### config.mk
export PLATFORM = sky130hd
export DESIGN_NAME = sigmul_arb
export DESIGN_NICKNAME = d
export VERILOG_FILES = /design/src/rtl/sigmul_arb.sv
export SDC_FILE = /design/constraint.sdc
export NUM_CORES = 1
export LEC_CHECK = 0
export CAP_MARGIN = 5
export CORE_MARGIN = 1
export CORE_UTILIZATION = 45
export CTS_BUF_LIST = sky130_fd_sc_hd__clkbuf_4 sky130_fd_sc_hd__clkbuf_8 sky130_fd_sc_hd__clkbuf_16
export DETAILED_ROUTE_END_ITERATION = 12
export GPL_ROUTABILITY_DRIVEN = 0
export PLACE_DENSITY = 0.7
export SLEW_MARGIN = 10
export SYNTH_ARGS = -nofsm -noshare
export SYNTH_HDL_FRONTEND = slang
export SYNTH_SLANG_ARGS = --single-unit
### constraint.sdc
create_clock -name clk -period 6.83 [get_ports clk]
set_input_delay 2.049 -clock clk [delete_from_list [all_inputs] [get_ports clk]]
set_output_delay 2.049 -clock clk [all_outputs]
set_load 0.03 [all_outputs]
### src/rtl/sigmul_arb.sv
// sigmul_arb: round-robin arbiter feeding one shared 11x11 significand multiplier
// through a two-stage valid/ready pipeline. Each product comes back tagged with
// the ID of the requester that issued it.

// sigmul_10: combinational product of two 11-bit significands (hidden bit included).
module sigmul_10 (
  input  logic [10:0] a,
  input  logic [10:0] b,
  output logic [21:0] p
);

  // Full-width unsigned product; the caller guarantees both hidden bits are set.
  always_comb begin
    p = 22'(a) * 22'(b);
  end

endmodule

module sigmul_arb #(
  parameter int NSIG = 10,
  parameter int NREQ = 4,
  parameter int IDW  = 2
) (
  input  logic                     clk,
  input  logic                     rst_n,
  input  logic [NREQ-1:0]          req_valid,
  output logic [NREQ-1:0]          req_ready,
  input  logic [NREQ*(NSIG+1)-1:0] req_a,
  input  logic [NREQ*(NSIG+1)-1:0] req_b,
  output logic                     rsp_valid,
  input  logic                     rsp_ready,
  output logic [2*NSIG+1:0]        rsp_p,
  output logic [IDW-1:0]           rsp_id,
  output logic                     busy
);

  localparam int W  = NSIG + 1;
  localparam int PW = 2 * NSIG + 2;

  // Pipeline and arbitration state
  logic          v1_q, v1_d;
  logic          v2_q, v2_d;
  logic [W-1:0]  op_a_q, op_a_d;
  logic [W-1:0]  op_b_q, op_b_d;
  logic [IDW-1:0] id1_q, id1_d;
  logic [PW-1:0] rsp_p_q, rsp_p_d;
  logic [IDW-1:0] rsp_id_q, rsp_id_d;
  logic [IDW-1:0] ptr_q, ptr_d;

  // Combinational helpers
  logic          adv1, adv2;
  logic          found_hi, found_lo, grant_any;
  logic [IDW-1:0] winner_hi, winner_lo, winner;
  logic [W-1:0]  sel_a, sel_b;
  logic [PW-1:0] prod;
  logic          accept;

  // Shared multiplier, fed straight from the stage-1 operand registers
  sigmul_10 u_mul (
    .a (op_a_q),
    .b (op_b_q),
    .p (prod)
  );

  // Round-robin pick: lowest requesting index above the pointer, else lowest at or below it
  always_comb begin
    found_hi  = 1'b0;
    found_lo  = 1'b0;
    winner_hi = '0;
    winner_lo = '0;
    for (int i = NREQ - 1; i >= 0; i--) begin
      if (req_valid[i] && (IDW'(i) > ptr_q)) begin
        found_hi  = 1'b1;
        winner_hi = IDW'(i);
      end
      if (req_valid[i] && (IDW'(i) <= ptr_q)) begin
        found_lo  = 1'b1;
        winner_lo = IDW'(i);
      end
    end
    grant_any = found_hi | found_lo;
    winner    = found_hi ? winner_hi : winner_lo;
  end

  // Stage advance conditions and the one-hot ready back to the winning requester
  always_comb begin
    adv2      = ~v2_q | rsp_ready;
    adv1      = ~v1_q | adv2;
    req_ready = '0;
    sel_a     = '0;
    sel_b     = '0;
    for (int i = 0; i < NREQ; i++) begin
      if (winner == IDW'(i)) begin
        req_ready[i] = rst_n & grant_any & adv1;
        sel_a        = req_a[i*W +: W];
        sel_b        = req_b[i*W +: W];
      end
    end
    accept = |(req_valid & req_ready);
  end

  // Next-state for both stages and the pointer; everything holds unless its stage advances
  always_comb begin
    v1_d     = v1_q;
    op_a_d   = op_a_q;
    op_b_d   = op_b_q;
    id1_d    = id1_q;
    v2_d     = v2_q;
    rsp_p_d  = rsp_p_q;
    rsp_id_d = rsp_id_q;
    ptr_d    = ptr_q;
    if (adv2) begin
      v2_d     = v1_q;
      rsp_p_d  = prod;
      rsp_id_d = id1_q;
    end
    if (adv1) begin
      v1_d   = grant_any;
      op_a_d = sel_a;
      op_b_d = sel_b;
      id1_d  = winner;
    end
    if (accept) begin
      ptr_d = winner;
    end
  end

  // State registers; reset discards in-flight entries and gives requester 0 first priority
  always_ff @(posedge clk or negedge rst_n) begin
    if (!rst_n) begin
      v1_q     <= 1'b0;
      op_a_q   <= '0;
      op_b_q   <= '0;
      id1_q    <= '0;
      v2_q     <= 1'b0;
      rsp_p_q  <= '0;
      rsp_id_q <= '0;
      ptr_q    <= IDW'(NREQ - 1);
    end else begin
      v1_q     <= v1_d;
      op_a_q   <= op_a_d;
      op_b_q   <= op_b_d;
      id1_q    <= id1_d;
      v2_q     <= v2_d;
      rsp_p_q  <= rsp_p_d;
      rsp_id_q <= rsp_id_d;
      ptr_q    <= ptr_d;
    end
  end

  // Output drive
  always_comb begin
    rsp_valid = v2_q;
    rsp_p     = rsp_p_q;
    rsp_id    = rsp_id_q;
    busy      = v1_q | v2_q;
  end

endmodule

**Word-level counts from Yosys, hierarchy flattened**

Cells that the tools add are included.
W data, S select, Z words.

- Multiply operators: 1
- Order comparisons: 8
- Eq/ne operators: 3
- Muxes and demuxes: 29
- Bitwise operators: 9
- Reduce and logical (&&, ||, !) cells: 10

Operators by type and width:

| operator | count |
|---|---|
| $mux W11 | 8 |
| $mul A11 B11 Y22 | 1 |
| $mux W2 | 9 |
| $mux W1 | 12 |
| $logic_and A1 B1 Y1 | 8 |
| $and A4 B4 Y4 | 1 |
| $eq A2 B2 Y1 const B | 2 |
| $gt A1 B2 Y1 const A | 2 |
| $gt A2 B2 Y1 const A | 2 |
| $le A1 B2 Y1 const A | 2 |
| $le A2 B2 Y1 const A | 2 |
| $or A1 B1 Y1 | 4 |
| $reduce_or A4 Y1 | 1 |
| $and A1 B1 Y1 | 2 |
| $eq A2 B1 Y1 const B | 1 |
| $logic_not A2 Y1 | 1 |
| $not A1 Y1 | 2 |

- Flip-flop bits (word level): 52
- Word-level logic and storage cells: 68

**Depth between registers and ports, before layout**

- Depth after elaboration: 12
- Gate-level depth with buffers: 19
- Depth with buffers taken out: 18

**Cells and area by module**

Synthesis repeated with hierarchy kept, for this count alone.

- Cell total of the unflattened synthesis: 804
- Area total of the unflattened synthesis: 7014.2 um2

By module, submodules not included:

| module | instances | cells an instance | area an instance (um2) | seq. area each (um2) |
|---|---|---|---|---|
| sigmul_10 | 1 | 512 | 4189.0 | 0.0 |
| sigmul_arb | 1 | 292 | 2825.2 | 1303.8 |

**Worst setup path after synthesis**

OpenSTA, ideal clock, no wires.

- Path type: input port to output port
- Start: input port req_valid[1]
- End: output port req_ready[1]
- Data arrival time: 3646 ps
- Required time: 4781 ps
- Setup slack: 1135 ps
- Stages on the path: 5
- Buffers on the path: 2
- Cell sequence: nor3b_2 > a311oi_1 > buf_2 > buf_6 > nor4_1

- Word-level cells in the longest chain between the ends: 7

RTL lines:

| element | line | RTL |
|---|---|---|
| start: declaration | 26 | `input logic [NREQ-1:0] req_valid,` |
| $logic_and A1 B1 Y1, on equally long branches | 72, 76 |  |
| $mux W1, on equally long branches (2 in a row) | 72, 76 |  |
| $or A1 B1 Y1 | 81 | `grant_any = found_hi \| found_lo;` |
| $and A1 B1 Y1 (2 in a row) | 94 | `req_ready[i] = rst_n & grant_any & adv1;` |
| $mux W1 (*) | 93 | `if (winner == IDW'(i)) begin` |
| end: declaration | 27 | `output logic [NREQ-1:0] req_ready,` |

Every way passes the cells marked *; elsewhere a longest branch is shown, timed or not.

**Worst setup path in the final report**

- Start: input port req_valid[3]
- End: output port req_ready[0]

- Word-level cells in the longest chain between the ends: 9

RTL lines:

| element | line |
|---|---|
| $logic_and A1 B1 Y1, on equally long branches | 72, 76 |
| $mux W1, on equally long branches (4 in a row) | 72, 76 |
| $or A1 B1 Y1 | 81 |
| $and A1 B1 Y1 (2 in a row) | 94 |
| $mux W1 (*) | 93 |

Marks and branches as above.

==> summary.txt <==
Status
  – Status: finished clean

Clocking
  – CTS Root Cell: clkbuf_16
  – Clock Path Buffers: 2
  – Worst-skew pair later-pin latency: around 300 ps
  – H-tree depth: 2
  – CTS tree: done
  – Number of buffers added for setup after CTS: 0
  – Post-CTS resize count: 0
  – Clock slew at reported path FFs: about 70 ps
  – Inserted Clock Buffers: 5
  – Cts hold-fix bufs: 0
  – # clock sinks: 52

Route
  – DRT Wirelength: between 15000 and 20000 um
  – DRT Pass-1 Iters: 5
  – Via-to-Cell Ratio: 5.077
  – Wire per inst: roughly 14 um
  – Antenna Nets Post-Route: 0
  – DR vias: roughly 5600
  – DR DRC count: 0
  – Initial DRC Count: 257

GRT
  – Grt total ovfl: 0
  – Global Route Usage Sum: 0.2090
  – First-pass GRT wire length: about 27000 um
  – Number of global-route vias before repair: about 5600
  – Initial antenna violation count: 0
  – Pin count of the biggest net entering global routing: 53

Synthesis
  – Ys flop type: dfrtp_1
  – Number of synthesized register bits: 52
  – Net Count, Synth: between 1000 and 1500
  – Ys Warns: 0
  – Number of flops mapped to enable cells by yosys: 0
  – FFs w/ async S/R, synth: 1.000
  – Area share of the largest cell type after synthesis: 0.2369
  – Post-synthesis area per instance: approximately 8.1 um^2
  – Cell variety after synth: 50
  – Leading area contributor after synthesis: fa_1
  – Area contributors post-synth: fa_1, dfrtp_1, nand2_1
  – Post-Syn Area: between 6000 and 7000 um^2
  – Seq/Total Area, Yosys: 0.1928
  – Gate Count Post-Synth: approximately 840

Timing
  – Final Hold Viols: 0
  – Fin crit period: roughly 6300 ps
  – Slew @ Worst Pin: ~660 ps
  – Unrepaired setup endpoints after global routing: false
  – Fin Setup TNS: 0 ps
  – Final setup violation count: 0
  – Final hold slack: between 400 and 500 ps
  – Slew margin rel.: 0.5572
  – Clock skew: 7.429 ps
  – Final Slew Violations: 0
  – F_max: 0.1598 GHz
  – Final Cycle Share: 0.9164

Placement
  – Port Buffers: roughly 120
  – Area post-placement: 8103 um^2
  – DP HPWL: 12370 um

Critical path
  – Critical Path RT: around 4800 ps
  – Crit. End Element: output pin
  – CP arrival: between 4000 and 5000 ps
  – Startpoint types: input port
  – Worst Setup Path Type: in2out
  – CP Max Fanout: 8

Finish
  – Final design utilization: 0.5656
  – Cell area after layout: approximately 8300 um^2
  – Nets: roughly 1200
  – Synth-to-layout area growth: 22.04%
  – Number of diodes: 0
  – Layout cells sized above 1: 0.03233

Floorplanning
  – I/O pins: 125
  – Core area: about 15000 um^2
  – Die Ht: around 120 um
  – Row count: 44
  – Initial Utilization: 0.4635
  – DIE WIDTH: about 120 um
  – Die area: between 15000 and 20000 um^2

Flow run
  – Max_cap viols: 0

Worst hold path
  – Min-Delay Path Class: reg2reg
-- area by class of cell --
type,count,area [um^2]
fillers,1384,6337
multi-input cells,634,4893
repair buffers,131,1289
well taps,184,230.2
clock buffers,7,140.1
flip-flops and latches,52,1304
clock inverters,1,8.758
inverters,103,386.6
-- cells in the final DEF, fill, tap and decap left out, drive strengths merged, types with 2 or more instances in the layout --
master,synthesis,final
nand2b,6,6
a31oi,3,3
o211ai,3,3
buf,11,8
o21ai,57,57
nor3b,2,2
ha,60,60
a21o,7,7
clkbuf,36,7
inv,103,103
nor2b,2,2
and2,69,69
nor2,28,28
nand3,25,25
xor2,9,9
or2,2,2
o21a,4,4
o31ai,2,2
clkdlybuf4s50,0,123
a21oi,28,28
fa,80,80
nand2,216,216
dfstp,2,2
and3,3,3
dfrtp,50,50
o22ai,2,2
nor3,2,2
xnor2,7,7
a2111oi,2,2
-- worst paths after layout --
check                      slack, ps  cells past startpoint      endpoint         start
min in group asynchronous       1960                      2      rsp_p[8]         rst_n
min                              470                      2     rsp_id[0]     rsp_id[0]
min reg2reg                      470                      2     rsp_id[0]     rsp_id[0]
max                              570                      6  req_ready[0]  req_valid[3]
max in group asynchronous       4400                      2     op_a_q[0]         rst_n
max reg2reg                     1730                     16     rsp_p[20]     op_b_q[3]
-- kinds of logic after synthesis --
family          share of synthesized area
compound gates                     0.1120
xor+xnor                          0.02073
fa+ha+maj                          0.3479
buf+inv                           0.08771
flops                              0.1928
simple gates                       0.2389
-- synthesized netlist by cell type (2+ instances only) --
| cell | instances |
|---|---|
| and3_1 | 3 |
| xor2_1 | 9 |
| o22ai_1 | 2 |
| buf_2 | 6 |
| nor3b_2 | 2 |
| nand2b_1 | 6 |
| nor2b_1 | 2 |
| a21oi_1 | 27 |
| and2_1 | 69 |
| o21ai_0 | 25 |
| nand3_1 | 25 |
| clkbuf_1 | 36 |
| xnor2_1 | 7 |
| fa_1 | 80 |
| o21ai_1 | 32 |
| a2111oi_4 | 2 |
| ha_1 | 60 |
| buf_1 | 2 |
| nand2_1 | 216 |
| nor2_1 | 28 |
| buf_6 | 3 |
| a31oi_1 | 3 |
| o21a_1 | 4 |
| inv_1 | 103 |
| a21o_1 | 7 |
| o211ai_1 | 2 |
| dfstp_2 | 2 |
| nor3_1 | 2 |
| dfrtp_1 | 50 |
-- sequential cells by signal (all words and copies together), names as in the netlist --
name       cells
op_b_q        11
rsp_valid      1
v1_q           1
rsp_id         2
id1_q          2
op_a_q        11
ptr_q          2
rsp_p         22
-- metrics by stage --
stage                     std cells  setup WS (ps)
after global placement         1104          615.0
after floorplan                 836           1135
after CTS                      1112          574.2
final                          1112          570.8
after global routing           1112          448.6
after detailed placement       1104          595.2
-- critical path: stages --
cell and delay [ps]:
clkdlybuf4s50_1 490, nand2b_1 210, o21ai_1 140, a221oi_4 440, and3_1 220, clkdlybuf4s50_1 660
-- routing by layer --
| layer | routed length (um) | global-route usage |
|---|---|---|
| met5 | 0 | 0 |
| met2 | 7625 | 0.3500 |
| met4 | 223 | 0.05174 |
| met1 | 7109 | 0.2771 |
| met3 | 667 | 0.04038 |
Power is not shown: default switching activity piles up to over one toggle a cycle in this logic, so the estimate is an artifact.
